### config.mk
export PLATFORM = sky130hd
export DESIGN_NAME = decode_execute_pipe_reg_flat
export DESIGN_NICKNAME = d
export VERILOG_FILES = /design/src/rtl/decode_execute_pipe_reg_if.sv /design/src/rtl/decode_execute_pipe_reg.sv /design/src/flat_wrapper.sv
export SDC_FILE = /design/constraint.sdc
export NUM_CORES = 1
export LEC_CHECK = 0
export CAP_MARGIN = 20
export CELL_PAD_IN_SITES_DETAIL_PLACEMENT = 1
export CELL_PAD_IN_SITES_GLOBAL_PLACEMENT = 2
export CORE_MARGIN = 4
export CORE_UTILIZATION = 25
export DETAILED_ROUTE_END_ITERATION = 7
export PLACE_DENSITY_LB_ADDON = 0.1
export SYNTH_ARGS = -nofsm -noshare
export SYNTH_HDL_FRONTEND = slang
export SYNTH_SLANG_ARGS = --single-unit
### constraint.sdc
create_clock -name clk -period 2.8 [get_ports clk]
set_input_delay 0.84 -clock clk [delete_from_list [all_inputs] [get_ports clk]]
set_output_delay 0.84 -clock clk [all_outputs]
set_load 0.02 [all_outputs]
### src/rtl/decode_execute_pipe_reg_if.sv
// rtl/decode_execute_pipe_reg_if.sv - decode-to-execute bundle for the ID/EX pipeline register
interface decode_execute_pipe_reg_if #(
  parameter int PAYLOAD_W = 64
);
  logic                 decode_output_valid;
  logic [5:0]           reg_rd_id;
  logic [4:0]           rs1_id;
  logic [4:0]           rs2_id;
  logic                 is_load;
  logic                 resolve;
  logic                 select_target_pc;
  logic                 squash_after_J;
  logic                 squash_after_JALR;
  logic [PAYLOAD_W-1:0] payload;
  logic                 ex_ready;
  logic                 flush;

  logic                 decode_stall;
  logic                 ex_valid;
  logic [5:0]           ex_rd_id;
  logic [4:0]           ex_rs1_id;
  logic [4:0]           ex_rs2_id;
  logic                 ex_is_load;
  logic                 ex_resolve;
  logic                 ex_select_target_pc;
  logic                 ex_squash;
  logic [PAYLOAD_W-1:0] ex_payload;

  // Driven by decode and execute stages
  modport master (
    output decode_output_valid, reg_rd_id, rs1_id, rs2_id, is_load, resolve,
           select_target_pc, squash_after_J, squash_after_JALR, payload, ex_ready, flush,
    input  decode_stall, ex_valid, ex_rd_id, ex_rs1_id, ex_rs2_id, ex_is_load, ex_resolve,
           ex_select_target_pc, ex_squash, ex_payload
  );

  // The pipeline register itself
  modport slave (
    input  decode_output_valid, reg_rd_id, rs1_id, rs2_id, is_load, resolve,
           select_target_pc, squash_after_J, squash_after_JALR, payload, ex_ready, flush,
    output decode_stall, ex_valid, ex_rd_id, ex_rs1_id, ex_rs2_id, ex_is_load, ex_resolve,
           ex_select_target_pc, ex_squash, ex_payload
  );
endinterface

### src/rtl/decode_execute_pipe_reg.sv
// rtl/decode_execute_pipe_reg.sv - ID/EX register with load-use bubble, backpressure, flush
// and saturating bubble/flush counters
module decode_execute_pipe_reg #(
  parameter int PAYLOAD_W = 64,
  parameter int CNT_W     = 16
) (
  input  logic                  clk,
  input  logic                  rst_n,
  decode_execute_pipe_reg_if.slave bus,
  output logic [CNT_W-1:0]      bubble_count,
  output logic [CNT_W-1:0]      flush_count
);

  logic hazard;
  logic advance;
  logic rd_match;

  always_comb begin
    rd_match = (bus.ex_rd_id[4:0] == bus.rs1_id) || (bus.ex_rd_id[4:0] == bus.rs2_id);
    // x0 and non-writing loads never create a dependency
    hazard   = bus.decode_output_valid && bus.ex_valid && bus.ex_is_load &&
               bus.ex_rd_id[5] && (bus.ex_rd_id[4:0] != 5'd0) && rd_match;
    advance  = bus.ex_ready || !bus.ex_valid;
    bus.decode_stall = !bus.flush && (!advance || hazard);
  end

  always_ff @(posedge clk or negedge rst_n) begin
    if (!rst_n) begin
      bus.ex_valid            <= 1'b0;
      bus.ex_rd_id            <= '0;
      bus.ex_rs1_id           <= '0;
      bus.ex_rs2_id           <= '0;
      bus.ex_is_load          <= 1'b0;
      bus.ex_resolve          <= 1'b0;
      bus.ex_select_target_pc <= 1'b0;
      bus.ex_squash           <= 1'b0;
      bus.ex_payload          <= '0;
    end else if (bus.flush || (advance && hazard)) begin
      // Flush and bubble both leave a cleared, invalid slot behind
      bus.ex_valid            <= 1'b0;
      bus.ex_rd_id            <= '0;
      bus.ex_rs1_id           <= '0;
      bus.ex_rs2_id           <= '0;
      bus.ex_is_load          <= 1'b0;
      bus.ex_resolve          <= 1'b0;
      bus.ex_select_target_pc <= 1'b0;
      bus.ex_squash           <= 1'b0;
      bus.ex_payload          <= '0;
    end else if (advance) begin
      bus.ex_valid            <= bus.decode_output_valid;
      bus.ex_rd_id            <= bus.reg_rd_id;
      bus.ex_rs1_id           <= bus.rs1_id;
      bus.ex_rs2_id           <= bus.rs2_id;
      bus.ex_is_load          <= bus.is_load;
      bus.ex_resolve          <= bus.resolve;
      bus.ex_select_target_pc <= bus.select_target_pc;
      bus.ex_squash           <= bus.squash_after_J || bus.squash_after_JALR;
      bus.ex_payload          <= bus.payload;
    end
  end

  always_ff @(posedge clk or negedge rst_n) begin
    if (!rst_n) begin
      bubble_count <= '0;
      flush_count  <= '0;
    end else begin
      if (!bus.flush && advance && hazard && !(&bubble_count))
        bubble_count <= bubble_count + 1'b1;
      if (bus.flush && bus.ex_valid && !(&flush_count))
        flush_count <= flush_count + 1'b1;
    end
  end

endmodule

### src/flat_wrapper.sv
// flat-port wrapper written by rule: the top's interface ports become plain ports
module decode_execute_pipe_reg_flat 
#(
  parameter int PAYLOAD_W = 64,
  parameter int CNT_W     = 16
)
  (clk, rst_n, bubble_count, flush_count, bus_decode_output_valid, bus_reg_rd_id, bus_rs1_id, bus_rs2_id, bus_is_load, bus_resolve, bus_select_target_pc, bus_squash_after_J, bus_squash_after_JALR, bus_payload, bus_ex_ready, bus_flush, bus_decode_stall, bus_ex_valid, bus_ex_rd_id, bus_ex_rs1_id, bus_ex_rs2_id, bus_ex_is_load, bus_ex_resolve, bus_ex_select_target_pc, bus_ex_squash, bus_ex_payload);
  decode_execute_pipe_reg_if #(.PAYLOAD_W(PAYLOAD_W)) bus_i ();
  input  logic clk;
  input  logic rst_n;
  output logic [CNT_W-1:0] bubble_count;
  output logic [CNT_W-1:0] flush_count;
  input wire logic [$bits(bus_i.decode_output_valid)-1:0] bus_decode_output_valid;
  input wire logic [$bits(bus_i.reg_rd_id)-1:0] bus_reg_rd_id;
  input wire logic [$bits(bus_i.rs1_id)-1:0] bus_rs1_id;
  input wire logic [$bits(bus_i.rs2_id)-1:0] bus_rs2_id;
  input wire logic [$bits(bus_i.is_load)-1:0] bus_is_load;
  input wire logic [$bits(bus_i.resolve)-1:0] bus_resolve;
  input wire logic [$bits(bus_i.select_target_pc)-1:0] bus_select_target_pc;
  input wire logic [$bits(bus_i.squash_after_J)-1:0] bus_squash_after_J;
  input wire logic [$bits(bus_i.squash_after_JALR)-1:0] bus_squash_after_JALR;
  input wire logic [$bits(bus_i.payload)-1:0] bus_payload;
  input wire logic [$bits(bus_i.ex_ready)-1:0] bus_ex_ready;
  input wire logic [$bits(bus_i.flush)-1:0] bus_flush;
  output wire logic [$bits(bus_i.decode_stall)-1:0] bus_decode_stall;
  output wire logic [$bits(bus_i.ex_valid)-1:0] bus_ex_valid;
  output wire logic [$bits(bus_i.ex_rd_id)-1:0] bus_ex_rd_id;
  output wire logic [$bits(bus_i.ex_rs1_id)-1:0] bus_ex_rs1_id;
  output wire logic [$bits(bus_i.ex_rs2_id)-1:0] bus_ex_rs2_id;
  output wire logic [$bits(bus_i.ex_is_load)-1:0] bus_ex_is_load;
  output wire logic [$bits(bus_i.ex_resolve)-1:0] bus_ex_resolve;
  output wire logic [$bits(bus_i.ex_select_target_pc)-1:0] bus_ex_select_target_pc;
  output wire logic [$bits(bus_i.ex_squash)-1:0] bus_ex_squash;
  output wire logic [$bits(bus_i.ex_payload)-1:0] bus_ex_payload;
  assign bus_i.decode_output_valid = bus_decode_output_valid;
  assign bus_i.reg_rd_id = bus_reg_rd_id;
  assign bus_i.rs1_id = bus_rs1_id;
  assign bus_i.rs2_id = bus_rs2_id;
  assign bus_i.is_load = bus_is_load;
  assign bus_i.resolve = bus_resolve;
  assign bus_i.select_target_pc = bus_select_target_pc;
  assign bus_i.squash_after_J = bus_squash_after_J;
  assign bus_i.squash_after_JALR = bus_squash_after_JALR;
  assign bus_i.payload = bus_payload;
  assign bus_i.ex_ready = bus_ex_ready;
  assign bus_i.flush = bus_flush;
  assign bus_decode_stall = bus_i.decode_stall;
  assign bus_ex_valid = bus_i.ex_valid;
  assign bus_ex_rd_id = bus_i.ex_rd_id;
  assign bus_ex_rs1_id = bus_i.ex_rs1_id;
  assign bus_ex_rs2_id = bus_i.ex_rs2_id;
  assign bus_ex_is_load = bus_i.ex_is_load;
  assign bus_ex_resolve = bus_i.ex_resolve;
  assign bus_ex_select_target_pc = bus_i.ex_select_target_pc;
  assign bus_ex_squash = bus_i.ex_squash;
  assign bus_ex_payload = bus_i.ex_payload;
  decode_execute_pipe_reg #(.PAYLOAD_W(PAYLOAD_W), .CNT_W(CNT_W)) u_core (.clk(clk), .rst_n(rst_n), .bus(bus_i), .bubble_count(bubble_count), .flush_count(flush_count));
endmodule
==> results of run 1 <==
worst reg2reg max path, cell delays in order (launching register included):
cell and delay [ps]:
dfrtp_2 420, buf_4 160, xnor2_2 130, nand3_1 100
o22ai_2 180, nor2b_4 180, buf_4 810, o32ai_2 240
area by class of cell:
type	instances	area [µm²]
clock buffers	22	474
clock inverters	9	103
diodes	1	2.50
well taps	313	392
multi-input cells	393	2800
fillers	2522	13800
inverters	1	3.75
repair buffers	250	2430
flip-flops and latches	117	2930
report_power, final:
part,leakage (nW),internal (mW),total [mW],switching [mW]
Clock,0.278,1.37,2.15,0.786
Sequential,1.54,1.82,1.93,0.111
Combinational,2.03,0.560,1.12,0.557
state kept, by name, summed over array words and instances (netlist names), 5 cells and up:
register and cells:
u_core.bus.ex_payload 64, u_core.bubble_count 16, u_core.flush_count 16, u_core.bus.ex_rs1_id 5, u_core.bus.ex_rd_id 6, u_core.bus.ex_rs2_id 5
cell usage in the layout, fill, tap and decap left out, types with 15 or more instances in the layout:
master and count:
nand3_1 15, nand2_1 99, clkdlybuf4s50_1 194, nand4_1 15
dfrtp_1 114, clkbuf_16 17, buf_4 39, xnor2_1 25
o22ai_1 73, mux2i_1 83
stage by stage:
step | TNS [ps] | setup slack [ps] | hold WS, ps
after CTS | -32.7 | -32.7 | 424
after global routing | -25.8 | -25.8 | 442
final | 0 | 20.9 | 415
after floorplan | 0 | 23.0 | 544
after detailed placement | -36940 | -856 | 485
after global placement | -34560 | -858 | 472
routing by layer:
layer  wire length (µm)  GRT usage  share of wire  up-vias
li1                   -          -              -     2474
met1               8810      0.199           0.42     2659
met5                 13          0        0.00063        -
met3               1430     0.0564          0.069       12
met2              10300      0.267           0.50      135
met4                151     0.0465         0.0073        2
final timing paths:
kind	startpoint	endpoint	slack [ps]	depth (start not counted)
max	bus_rs2_id[3]	bus_decode_stall	20	7
min	rst_n	u_core.bubble_count[15]$_DFFE_PN0P_	410	1
max reg2reg	u_core.bus.ex_rd_id[1]$_DFFE_PN0P_	u_core.bus.ex_squash$_DFFE_PN0P_	410	7
min reg2reg	u_core.flush_count[9]$_DFFE_PN0P_	u_core.flush_count[9]$_DFFE_PN0P_	490	1
max in group asynchronous	rst_n	u_core.bus.ex_payload[53]$_DFFE_PN0P_	1670	2
min in group clk	u_core.flush_count[9]$_DFFE_PN0P_	u_core.flush_count[9]$_DFFE_PN0P_	490	1
cell families after synthesis:
family / Yosys count / synth area share
simple gates: 172 / 0.137
flops: 117 / 0.498
compound gates: 96 / 0.124
mux: 86 / 0.147
buf+inv: 43 / 0.0353
xor+xnor: 37 / 0.0551
fa+ha+maj: 2 / 0.00425
repair_timing:
action                                  in CTS  in global routing
pin swaps                                   11                  9
buffers inserted                             3                  1
endpoints found under the setup margin      14                  1
resized for setup                           30                 11
==> results by group, run 1 <==
Worst setup path
  • WP buf/inv: 2
  • CP max stage cell: clkdlybuf4s15_1
  • CP required: 1960 ps
  • Crit path cell chain: clkdlybuf4s15_1, xnor2_1, nand3_1, o22ai_2, nor2b_4, o21ba_4, buf_6
  • Critical path arrival: 1940 ps
  • WS Path Type: input pin to output pin
  • CP top delay family: buffers and inverters
  • CP endpoint kind: output pin
  • Startpoint Class: input pin
  • CP peak stage delay: 220 ps
  • CP max FO: 3

Logic synthesis
  • Largest area contributor in the netlist: dfrtp_1
  • Yosys cell types: 41
  • Post-synth EDFFs: 0
  • Mapped Nets: 645
  • Avg Cell Area, Syn: 10.6 µm²
  • Synth top area cells: dfrtp_1 (50%), mux2i_1 (14%), o22ai_1 (7.9%)
  • List of most frequent post-synthesis cells: dfrtp_1 (117), nand2_1 (99), mux2i_1 (83)
  • Synth async-reset ratio: 1.00
  • Sequential area share after synthesis: 0.498
  • Synth warn: 0
  • Top-count cell post-synth: dfrtp_1
  • Post-synthesis register bit count: 117
  • Synthesized area: 5880 µm²
  • Post-Syn Instances: 553
  • Share of Yosys cell area claimed by the top area cell type: 0.498
  • Main synth FF type: dfrtp_1

Routing
  • DR iter-0 viols: 197
  • Post-route ant nets: 0
  • Post-detailed-route via-to-cell ratio: 4.78
  • Routed via count: 5282
  • DR WL/cell: 18.8 µm
  • DRC: 0
  • Drt total wl: 20700 µm
  • Pre-Repair DR Iteration Count: 4

Placement
  • Post-DP HPWL: 15100 µm
  • # placed instances: 1070
  • Placed inst area: 8520 µm²
  • Routability cong.: 0.789
  • PortBufs: 207

Global route
  • Number of global-route vias before repair: 5759
  • Largest net degree at the start of global routing: 86
  • Gr usage total: 0.161
  • Initial antenna violation count: 2
  • First-pass GRT wire length: 33300 µm
  • Gr ovfl total: 0

STA
  • Max Fclk: 360 MHz
  • Final Hold Vio Count: 0
  • Max-slew violations: 0
  • Max_slew headroom: 0.292
  • RSZ-0062 raised after global routing: true
  • Crit path time final: 2780 ps
  • Skew final: 8.03 ps
  • Period utilization: 0.993
  • Final setup fails: 0
  • Measured slew at the worst slew-check pin: 1060 ps

Floorplan
  • Die H: 161 µm
  • Initial Util: 0.257
  • Die area: 26100 µm²
  • CORE AREA: 22900 µm²
  • Ports: 208
  • Row cnt: 55
  • Die width: 161 µm

CTS
  • Max Buffers Root-to-Sink: 2
  • Hold Buf Count CTS: 0
  • Clock Sinks: 117
  • CTS Buf Count: 17
  • Root buf cell: clkbuf_16
  • Worst-Skew Late Latency: 410 ps
  • CTS tree: yes
  • Clk pin slew, worst setup/hold paths: 50 ps
  • # H-tree levels: 4

Job
  • Max Cap Viol: 0

Power
  • Power, Total: 5.21 mW
  • P_leak: 3.85 nW
  • Power per cell area: 570 nW/µm²
  • Peak supply drop: 0.331 mV

Min path
  • HP Class: input pin to async pin

Final layout
  • Post-route cell area: 9130 µm²
  • Fin cells: 1106
  • Synthesis-to-layout area growth: 55.2%
  • Layout cells sized above 1: 0.136
  • Nets: 872
  • Layout Utilization: 0.399

Run status
  • Status: finished, final reports clean
Note: power is estimated with default switching activity, not from simulation.
==> inputs of run 2 (changes only) <==
CORE_UTILIZATION = 35   (was 25)
DONT_BUFFER_PORTS = 1   (was unset)
==> results by group, run 2 (synthesis results as in run 1) <==
CTS
  • CTS Buf Count: 17
  • Root buf cell: clkbuf_16
  • # H-tree levels: 4
  • Clk pin slew, worst setup/hold paths: 60 ps
  • Postcts setup bufs: 0
  • Clock Sinks: 117
  • Max Buffers Root-to-Sink: 2
  • Worst-Skew Late Latency: 410 ps
  • CTS tree: yes

STA
  • Max-slew violations: 0
  • Final Hold Vio Count: 0
  • Max_slew headroom: 0.535
  • RSZ-0062 raised after global routing: true
  • Hold Slack: 126 ps
  • Period utilization: 0.989
  • Max Fclk: 361 MHz
  • Crit path time final: 2770 ps
  • Final setup fails: 0
  • Skew final: 9.72 ps
  • Setup_tns: 0 ps
  • Measured slew at the worst slew-check pin: 698 ps

Worst setup path
  • Crit path cell chain: or4_4, o21ai_4, nor2b_4, o21ba_4
  • CP top delay family: simple AND/OR/NAND/NOR gates
  • Startpoint Class: flip-flop
  • Critical path arrival: 1930 ps
  • CP max FO: 5
  • WS Path Type: flip-flop to output pin
  • WP buf/inv: 0
  • CP max stage cell: or4_4
  • CP required: 1960 ps
  • CP endpoint kind: output pin
  • CP peak stage delay: 520 ps

Global route
  • Number of global-route vias before repair: 4653
  • Gr usage total: 0.182
  • Initial antenna violation count: 0
  • Global-route layer with the greatest usage: met2
  • Met3 global-route usage: 0.0844
  • Gr ovfl total: 0
  • Met2 usage: 0.281
  • M1 GR Usage: 0.223
  • Largest net degree at the start of global routing: 118
  • First-pass GRT wire length: 26600 µm

Run status
  • Status: finished, final reports clean

Final layout
  • Commonest cells after routing, fill and taps aside: dfrtp_1 (114), nand2_1 (99), mux2i_1 (83), o22ai_1 (73), xnor2_1 (27)
  • Commonest non-fill, non-tap cell in the layout: dfrtp_1
  • Diodes inserted: 0
  • Layout cells sized above 1: 0.120
  • Largest register by flop count: u_core.bus.ex_payload
  • Synthesis-to-layout area growth: 15.1%
  • Post-route cell area: 6770 µm²
  • Nets: 636
  • Max reg flops: 64
  • Biggest regs: u_core.bus.ex_payload: 64 flops, u_core.bubble_count: 16 flops, u_core.flush_count: 16 flops

Routing
  • Drt total wl: 17200 µm
  • DRC: 0
  • Post-route ant nets: 0
  • Pre-Repair DR Iteration Count: 4
  • DR WL/cell: 22.1 µm
  • Post-detailed-route via-to-cell ratio: 5.55
  • Routed via count: 4316
  • DR iter-0 viols: 179

Floorplan
  • Die H: 138 µm
  • Ports: 208
  • CORE AREA: 16500 µm²
  • Die width: 138 µm
  • Die area: 19000 µm²
  • Initial Util: 0.356
  • Row cnt: 47

Placement
  • PortBufs: 0
  • Placed inst area: 6130 µm²
  • Routability cong.: 0.761
  • Post-DP HPWL: 11500 µm

Power
  • Peak supply drop: 0.399 mV
  • Comb pwr share: 0.088
  • Reg power frac: 0.433
  • Internal power: 3.62 mW
  • Clk pwr share: 0.478
  • Sw Ratio: 0.263
  • P_leak: 2.92 nW
  • Power per cell area: 725 nW/µm²
  • Sw power: 1.29 mW

Job
  • Max Cap Viol: 0

Min path
  • HP Class: input pin to async pin
## run 2: final timing paths
kind                       depth (start not counted)                                 end                               start  slack, ps
setup / recovery                                   4                    bus_decode_stall  u_core.bus.ex_rd_id[3]$_DFFE_PN0P_         30
hold / removal                                     0  u_core.flush_count[15]$_DFFE_PN0P_                               rst_n        130
setup reg to reg                                   7  u_core.bubble_count[4]$_DFFE_PN0P_     u_core.bus.ex_valid$_DFFE_PN0P_        700
hold reg to reg                                    1   u_core.flush_count[9]$_DFFE_PN0P_   u_core.flush_count[9]$_DFFE_PN0P_        630
max in group asynchronous                          0  u_core.bus.ex_rd_id[4]$_DFFE_PN0P_                               rst_n       2480
min in group clk                                   1     u_core.bus.ex_valid$_DFFE_PN0P_                        bus_ex_ready        540
## run 2: cell type report
class	instances	area (µm²)
multi-input combinational	393	2780
clock buffer	24	492
sequential	117	2930
clock inverter	8	145
inverter	1	3.75
tap	220	275
timing repair buffer	14	143
fill	1792	9750
## run 2: metal layers
| layer | vias up | part of all wire |
|---|---|---|
| met4 | 0 | 0.016 |
| met5 | - | 0 |
| li1 | 1994 | - |
| met1 | 2179 | 0.41 |
| met3 | 16 | 0.10 |
| met2 | 127 | 0.47 |
## run 2: power groups by stage
stage / combinational (mW) / clock (mW) / sequential (mW)
after floorplan: 0.366 / 0 / 2.10
after global placement: 0.423 / 0 / 2.16
after detailed placement: 0.440 / 0 / 2.16
after CTS: 0.441 / 2.41 / 2.13
after global routing: 0.486 / 2.49 / 2.15
final: 0.434 / 2.35 / 2.13
## run 2: what timing repair did
| item | in CTS | in global routing |
|---|---|---|
| gates resized for setup | 2 | 1 |
| cloned | 0 | 0 |
| hold buffers | 0 | 0 |
| setup endpoints to repair | 1 | 1 |
## run 2: through the flow
stage          utilization  power [mW]  setup WS (ps)  cells
2_1_floorplan            -        2.47           23.0    553
3_3_place_gp         0.371        2.58            230    745
3_5_place_dp         0.371        2.60            240    745
4_1_cts              0.410        4.99          -10.6    777
5_1_grt              0.410        5.12          -30.3    777
6_report             0.410        4.91           31.4    777
## run 2: worst register-to-register path, delay by kind of cell, from the launching register on
family | cells | cell delay (ps)
xor gates and xnor gates | 1 | 160
and+or+nand+nor | 2 | 400
DFF | 1 | 620
buffers and inverters | 2 | 360
AOI/OAI and AO/OA | 2 | 430
==> inputs of run 3 (changes only) <==
RECOVER_POWER = 50   (was unset)
==> results of run 3 <==
No change in the layout: final DEF, timing and power equal those of run 2.
